**src/rtl/calendar_date_counter_pkg.sv**
```systemverilog
// Shared widths, month indices, adjust-field encodings and FSM states for the
// calendar date counter.
package calendar_date_counter_pkg;

    // Field widths
    localparam int unsigned YEAR_W = 7;
    localparam int unsigned MON_W  = 4;
    localparam int unsigned DAY_W  = 5;

    // Month indices (0-based)
    localparam logic [MON_W-1:0] JAN = 4'd0;
    localparam logic [MON_W-1:0] FEB = 4'd1;
    localparam logic [MON_W-1:0] MAR = 4'd2;
    localparam logic [MON_W-1:0] APR = 4'd3;
    localparam logic [MON_W-1:0] MAY = 4'd4;
    localparam logic [MON_W-1:0] JUN = 4'd5;
    localparam logic [MON_W-1:0] JUL = 4'd6;
    localparam logic [MON_W-1:0] AUG = 4'd7;
    localparam logic [MON_W-1:0] SEP = 4'd8;
    localparam logic [MON_W-1:0] OCT = 4'd9;
    localparam logic [MON_W-1:0] NOV = 4'd10;
    localparam logic [MON_W-1:0] DEC = 4'd11;

    // Adjust field select
    localparam logic [1:0] SEL_DAY  = 2'd0;
    localparam logic [1:0] SEL_MON  = 2'd1;
    localparam logic [1:0] SEL_YEAR = 2'd2;
    localparam logic [1:0] SEL_NONE = 2'd3;

    // Controller states; StFix is the one-cycle day clamp after a field change
    typedef enum logic {
        StIdle = 1'b0,
        StFix  = 1'b1
    } state_e;

    // Smaller of two day indices
    function automatic logic [DAY_W-1:0] day_min(input logic [DAY_W-1:0] a,
                                                 input logic [DAY_W-1:0] b);
        return (a > b) ? b : a;
    endfunction

endpackage

```
**src/rtl/month_day_limit.sv**
```systemverilog
// Last-day index of a month, given the year index and month index.
module month_day_limit
    import calendar_date_counter_pkg::*;
(
    input  logic [YEAR_W-1:0] year,
    input  logic [MON_W-1:0]  mon,
    output logic [DAY_W-1:0]  day_max
);

    logic leap;

    // Year 0 is treated as a non-leap year
    assign leap = (year != '0) && (year[1:0] == 2'b00);

    // Month-length lookup; out-of-range months report the long-month limit
    always_comb begin
        day_max = 5'd30;
        case (mon)
            JAN, MAR, MAY, JUL, AUG, OCT, DEC: day_max = 5'd30;
            APR, JUN, SEP, NOV:               day_max = 5'd29;
            FEB:                              day_max = leap ? 5'd28 : 5'd27;
            default:                          day_max = 5'd30;
        endcase
    end

endmodule

```
**src/rtl/calendar_date_counter.sv**
```systemverilog
// Year/month/day calendar counter. Advances one day per tick, supports a full
// load and per-field adjust; month/year changes pass through a one-cycle clamp
// state that pulls the day back inside the new month.
module calendar_date_counter
    import calendar_date_counter_pkg::*;
#(
    parameter int unsigned YEAR_MAX = 99,
    parameter int unsigned MON_LAST = 11
) (
    input  logic              clk,
    input  logic              rst,
    input  logic              tick,
    input  logic              load,
    input  logic [YEAR_W-1:0] ld_year,
    input  logic [MON_W-1:0]  ld_mon,
    input  logic [DAY_W-1:0]  ld_day,
    input  logic              adj_en,
    input  logic [1:0]        adj_sel,
    input  logic              adj_up,
    output logic [YEAR_W-1:0] year,
    output logic [MON_W-1:0]  mon,
    output logic [DAY_W-1:0]  day,
    output logic [DAY_W-1:0]  day_max,
    output logic              new_month,
    output logic              new_year,
    output logic              busy
);

    localparam logic [YEAR_W-1:0] YearMax = YEAR_W'(YEAR_MAX);
    localparam logic [MON_W-1:0]  MonLast = MON_W'(MON_LAST);

    logic [YEAR_W-1:0] year_q;
    logic [MON_W-1:0]  mon_q;
    logic [DAY_W-1:0]  day_q;
    logic              new_month_q;
    logic              new_year_q;
    logic              tick_pend_q;
    state_e            state_q;

    logic [DAY_W-1:0]  day_max_w;
    logic [DAY_W-1:0]  day_clamp;

    // Adjust candidates
    logic [DAY_W-1:0]  day_up;
    logic [DAY_W-1:0]  day_dn;
    logic [MON_W-1:0]  mon_up;
    logic [MON_W-1:0]  mon_dn;
    logic [YEAR_W-1:0] year_up;
    logic [YEAR_W-1:0] year_dn;

    // Load candidates, saturated to the field range
    logic [YEAR_W-1:0] ld_year_sat;
    logic [MON_W-1:0]  ld_mon_sat;

    // Tick-advance candidates
    logic              day_wrap;
    logic              mon_wrap;
    logic [MON_W-1:0]  mon_next;
    logic [YEAR_W-1:0] year_next;

    month_day_limit u_month_day_limit (
        .year    (year_q),
        .mon     (mon_q),
        .day_max (day_max_w)
    );

    // In IDLE day never exceeds day_max, so the clamp is transparent there;
    // in FIX it supplies the corrected day for both the fix and a day adjust.
    assign day_clamp = day_min(day_q, day_max_w);

    // Candidate next values for adjust, load and tick advance
    always_comb begin
        day_up      = (day_clamp >= day_max_w) ? '0 : day_clamp + 5'd1;
        day_dn      = (day_clamp == '0) ? day_max_w : day_clamp - 5'd1;
        mon_up      = (mon_q >= MonLast) ? '0 : mon_q + 4'd1;
        mon_dn      = (mon_q == '0) ? MonLast : mon_q - 4'd1;
        year_up     = (year_q >= YearMax) ? '0 : year_q + 7'd1;
        year_dn     = (year_q == '0) ? YearMax : year_q - 7'd1;

        ld_year_sat = (ld_year > YearMax) ? YearMax : ld_year;
        ld_mon_sat  = (ld_mon > MonLast) ? MonLast : ld_mon;

        day_wrap    = (day_q >= day_max_w);
        mon_wrap    = (mon_q >= MonLast);
        mon_next    = mon_wrap ? '0 : mon_q + 4'd1;
        year_next   = year_up;
    end

    // Controller: priority rst > load > adjust > fix > tick/pending advance
    always_ff @(posedge clk) begin
        if (rst) begin
            year_q      <= '0;
            mon_q       <= '0;
            day_q       <= '0;
            new_month_q <= 1'b0;
            new_year_q  <= 1'b0;
            tick_pend_q <= 1'b0;
            state_q     <= StIdle;
        end else begin
            new_month_q <= 1'b0;
            new_year_q  <= 1'b0;
            if (load) begin
                // Tick coinciding with a load is deliberately dropped
                year_q      <= ld_year_sat;
                mon_q       <= ld_mon_sat;
                day_q       <= ld_day;
                tick_pend_q <= 1'b0;
                state_q     <= StFix;
            end else if (adj_en) begin
                // Any tick arriving with an adjust is held for later
                if (tick) begin
                    tick_pend_q <= 1'b1;
                end
                case (adj_sel)
                    SEL_DAY: begin
                        day_q   <= adj_up ? day_up : day_dn;
                        state_q <= StIdle;
                    end
                    SEL_MON: begin
                        mon_q   <= adj_up ? mon_up : mon_dn;
                        state_q <= StFix;
                    end
                    SEL_YEAR: begin
                        year_q  <= adj_up ? year_up : year_dn;
                        state_q <= StFix;
                    end
                    default: begin
                        // No field change; still finish a pending clamp
                        day_q   <= day_clamp;
                        state_q <= StIdle;
                    end
                endcase
            end else if (state_q == StFix) begin
                day_q   <= day_clamp;
                state_q <= StIdle;
                if (tick) begin
                    tick_pend_q <= 1'b1;
                end
            end else if (tick || tick_pend_q) begin
                // One advance per cycle; a coincident tick keeps the pending bit
                tick_pend_q <= tick && tick_pend_q;
                if (!day_wrap) begin
                    day_q <= day_q + 5'd1;
                end else begin
                    day_q       <= '0;
                    new_month_q <= 1'b1;
                    mon_q       <= mon_next;
                    if (mon_wrap) begin
                        new_year_q <= 1'b1;
                        year_q     <= year_next;
                    end
                end
            end
        end
    end

    // Output mapping
    assign year      = year_q;
    assign mon       = mon_q;
    assign day       = day_q;
    assign day_max   = day_max_w;
    assign new_month = new_month_q;
    assign new_year  = new_year_q;
    assign busy      = (state_q == StFix);

endmodule

```
**config.mk**
```make
export PLATFORM = sky130hd
export DESIGN_NAME = calendar_date_counter
export DESIGN_NICKNAME = d
export VERILOG_FILES = /design/src/rtl/calendar_date_counter_pkg.sv /design/src/rtl/month_day_limit.sv /design/src/rtl/calendar_date_counter.sv
export SDC_FILE = /design/constraint.sdc
export NUM_CORES = 1
export LEC_CHECK = 0
export CORE_MARGIN = 5
export CORE_UTILIZATION = 53
export DETAILED_ROUTE_END_ITERATION = 7
export GPL_ROUTABILITY_DRIVEN = 0
export PLACE_DENSITY = 0.84
export SLEW_MARGIN = 20
export SYNTH_ARGS = -nofsm -noshare
export SYNTH_HDL_FRONTEND = slang
export SYNTH_SLANG_ARGS = --single-unit
```
**constraint.sdc**
```tcl
create_clock -name clk -period 5.4 [get_ports clk]
set_input_delay 1.08 -clock clk [delete_from_list [all_inputs] [get_ports clk]]
set_output_delay 1.08 -clock clk [all_outputs]
set_load 0.1 [all_outputs]
```
==> impl_summary.txt <==
----------------------------------------------------
[Drt]
  Total length of routed wires ... 6920 µm
  Routed len/inst ... around 17 µm
  Remaining antenna violation count ... 0
  Overall via count from detail_route ... around 2,600
  Drt first-iter violations ... around 260
  Number of search-and-repair iterations in the first detailed-routing pass ... 6
  Average vias per placed instance ... around 6.5
  DRC violations left ... 0

[Worst setup path]
  FF-to-FF Start ... year[0]
  Largest fanout on the critical path ... 12
  CP Data Required Time ... roughly 5.5 ns
  Category of the worst setup path capture point ... flop
  Worst path cell trace ... inv_1 > ha_1 > a21boi_2 > or3_1 > inv_1 > ha_1 > and3_1 > a211oi_4 > nor4b_2 > or2_1 > inv_1 > ha_1 > a21oi_1 > o21ai_0 > o221ai_1 > o211ai_1 > a221oi_2
  Stage delay of the slowest cell on the critical path ... about 0.55 ns
  Worst Path Class, Setup ... flop to flop
  Buffer and inverter count on the worst path ... 3
  Arrival time at the worst endpoint ... around 5.1 ns
  Critical-path top delay cell ... o21ai_0
  Worst setup startpoint ... year[0]
  CP delay by family, top ... compound AO/OA/AOI/OAI gates
  Critical path launch point type ... flop

[Clocking]
  CTS sink cnt ... 20
  Register clock-pin slew on the reported worst setup and hold paths ... around 0.08 ns
  Post-CTS Setup Bufs ... 0
  CTS resizes ... 0
  CTS Hold Bufs ... 0
  Num CTS Buffers ... 3
  Clock tree from TritonCTS ... done
  Clk buf depth ... 2
  Clock insertion delay at the later pin of the skew report ... about 0.27 ns
  Clock H-tree levels ... 1
  Clk Tree Root Cell ... clkbuf_8

[Flow run]
  Max-capacitance violation count ... 0

[Floorplanning]
  Area inside the core boundary ... about 0.0044 mm²
  Y dimension of the die ... a little under 80 µm
  Initial Utilization ... 55.1%
  FP Rows ... 24
  Total I/O pin count ... 48
  Die Width ... a little under 80 µm
  Die outline area ... a little over 0.006 mm²

[Global route]
  Global routing usage summed across all routing layers ... between 20% and 30%
  Maximum number of pins on one net before global-route repair ... 24
  Number of antenna violations at the first check in global routing ... 0
  Vias in the first global route ... ~2,400
  Global-route congestion overflow total ... 0
  First-pass GRT wire length ... 11,300 µm

[Yosys]
  Mean cell area of the mapped netlist ... 7.58 µm²
  Number of register bits inferred by synthesis ... 20
  Post-synthesis cell type count ... 81
  Proportion of synthesized chip area in sequential cells ... around 16%
  Cell area after synthesis ... ~0.0024 mm²
  Most instantiated flip-flop cell in the synthesis netlist ... dfxtp_1
  Share of synthesized flip-flops with an asynchronous set or reset ... 0%
  Post-synthesis instance total ... roughly 320
  Post-synth EDFFs ... 0
  Total of warnings raised by yosys ... 0

[STA]
  # setup viols final ... 0
  Number of max-slew violations in the final report ... 0
  Share of the cycle needed by the critical path after routing ... 92.0%
  Shortest period the worst path allows ... slightly below 5 ns
  Skew final ... ~0.0027 ns
  Setup TNS Final ... 0 ns
  Transition time at the pin with the least slew margin ... 0.982 ns
  Max-Slew Margin vs Limit ... between 30% and 40%
  Setup repair after global routing missed its margin ... false
  Highest attainable clock frequency ... between 200 and 250 MHz
  Final count of hold timing violations ... 0
  Worst path setup slack after routing ... roughly 0.43 ns
  Worst Hold Slack ... about 0.5 ns

[Finish]
  Number of antenna diodes ... 0
  Area of the multi-input gates ... around 0.0018 mm²
  Area growth, synth to finish ... 18.5%
  Number of nets in the layout ... between 300 and 400
  Flip-flop and latch area ... approximately 400 µm²
  Layout fillers ... 377
  Layout cells sized above 1 ... under 10%

[Power]
  Static leakage ... ~1.1 nW
  Net switching power ... about 0.33 mW
  Part of the power in the clock network ... roughly 18%
  Cell Pwr Density ... 238 mW/mm²
  Sequential power share ... ~28%
  Peak supply drop ... 0.000146 V
  Switching Share ... roughly half
  Portion of total power attributed to combinational logic ... 54.2%
  Internal ... around 0.35 mW

[Placed design]
  Worst slack after detailed placement ... approximately 0.61 ns
  IO buf count ... between 40 and 50
  Detail Placement HPWL ... 5090 µm

[Min path]
  Hold Startpoint ... tick_pend_q
  Type of the worst min-delay path ... flop to flop

[Outcome]
  Run status ... finished, final reports clean

----------------------------------------------------
[tightest hold or removal path, cell delays in order, from the launching register on]
cell      delay, ns
dfxtp_1        0.32
o31ai_1        0.06
a211oi_1       0.06
[sequential cells by signal, summed over array words and instances (netlist names)]
register and count:
mon 4, day 5, tick_pend_q 1, busy 1, year 7, new_month 1, new_year 1
[logic make-up (layout without fill, tap and decap cells)]
| group | count (synthesis) | in the layout | synth area share, % |
|---|---|---|---|
| AOI/OAI and AO/OA | 116 | 116 | 37.3 |
| and+or+nand+nor | 109 | 109 | 22.4 |
| buffers and inverters | 44 | 70 | 9.20 |
| DFF | 20 | 20 | 16.5 |
| adders and majority gates | 19 | 19 | 9.77 |
| xor gates and xnor gates | 6 | 6 | 2.16 |
| muxes | 6 | 6 | 2.57 |
| other | 1 | 2 | 0.154 |
[power groups by stage]
stage | clock (mW) | combinational, mW | sequential (mW)
3_3_place_gp | 0 | 0.361 | 0.191
5_1_grt | 0.131 | 0.396 | 0.193
6_report | 0.124 | 0.371 | 0.190
4_1_cts | 0.126 | 0.368 | 0.189
3_5_place_dp | 0 | 0.366 | 0.192
2_1_floorplan | 0 | 0.218 | 0.258
[cell usage in the layout, fill, tap and decap left out, types with 3 or more instances in the layout]
master           instances
a211oi_1                10
nand2b_1                 4
nor3_1                   9
a31oi_1                  4
o21ai_0                 16
ha_1                    19
nor2_1                  34
nand3_1                  6
inv_1                   17
clkdlybuf4s50_1         45
dfxtp_1                 20
a21o_1                   3
o221ai_1                 6
clkbuf_8                 4
and3_1                   5
nor2b_1                  5
o311ai_0                 3
xnor2_1                  5
nand2_1                 28
o21ai_1                  3
a21oi_1                 25
o311a_1                  3
mux2i_1                  4
o21a_1                   4
[final timing paths]
path / end / slack [ns] / cells past startpoint
max: day[2] / 0.43 / 17
min: tick_pend_q / 0.50 / 2
max reg2reg: day[2] / 0.43 / 17
min reg2reg: tick_pend_q / 0.50 / 2
[final cells by class]
cell class                 count  area share [%]
timing repair buffer          47            16.1
inverter                      19            2.65
tap                           52            2.26
multi-input combinational    258            63.2
clock buffer                   4            1.91
sequential                    20            13.9
[routing by layer]
layer	GRT usage (%)	vias to the layer above	part of all wire [%]
li1	-	1236	-
met5	0	-	0
met2	36.2	153	45
met3	3.70	40	8.7
met1	28.8	1169	42
met4	10.8	0	3.6
[per-stage QoR]
| step | power, mW | utilization, % | std cells | cell area [µm²] |
|---|---|---|---|---|
| finish | 0.685 | 65.3 | 400 | 2880 |
| global route | 0.720 | 65.3 | 400 | 2880 |
| floorplan | 0.476 | - | 322 | 2440 |
| CTS | 0.682 | 65.3 | 400 | 2880 |
| global placement | 0.552 | 64.1 | 396 | 2830 |
| detailed placement | 0.558 | 64.1 | 396 | 2830 |
[cells in the mapped netlist, types with 3 or more instances]
master     n  share of area [%]
buf_4      4                1.2
and3_1     5                1.3
a31oi_1    4                1.0
o21ai_0   16                3.3
a21o_1     3               0.93
o311ai_0   3                1.1
nor3_1     9                1.9
buf_6      4                1.9
ha_1      19                9.8
clkbuf_1   8                1.2
o311a_1    3                1.2
nand2b_1   4                1.0
o21ai_1    3               0.62
nor2_1    34                5.2
inv_1     17                2.6
a211oi_1  10                3.1
nor2b_1    5                1.3
mux2i_1    4                1.6
o221ai_1   6                2.2
nand2_1   28                4.3
xnor2_1    5                1.8
dfxtp_1   20                 16
nand3_1    6                1.2
buf_2      7                1.4
o21a_1     4                1.2
a21oi_1   25                5.1
Note: power is estimated with default switching activity, not from simulation.
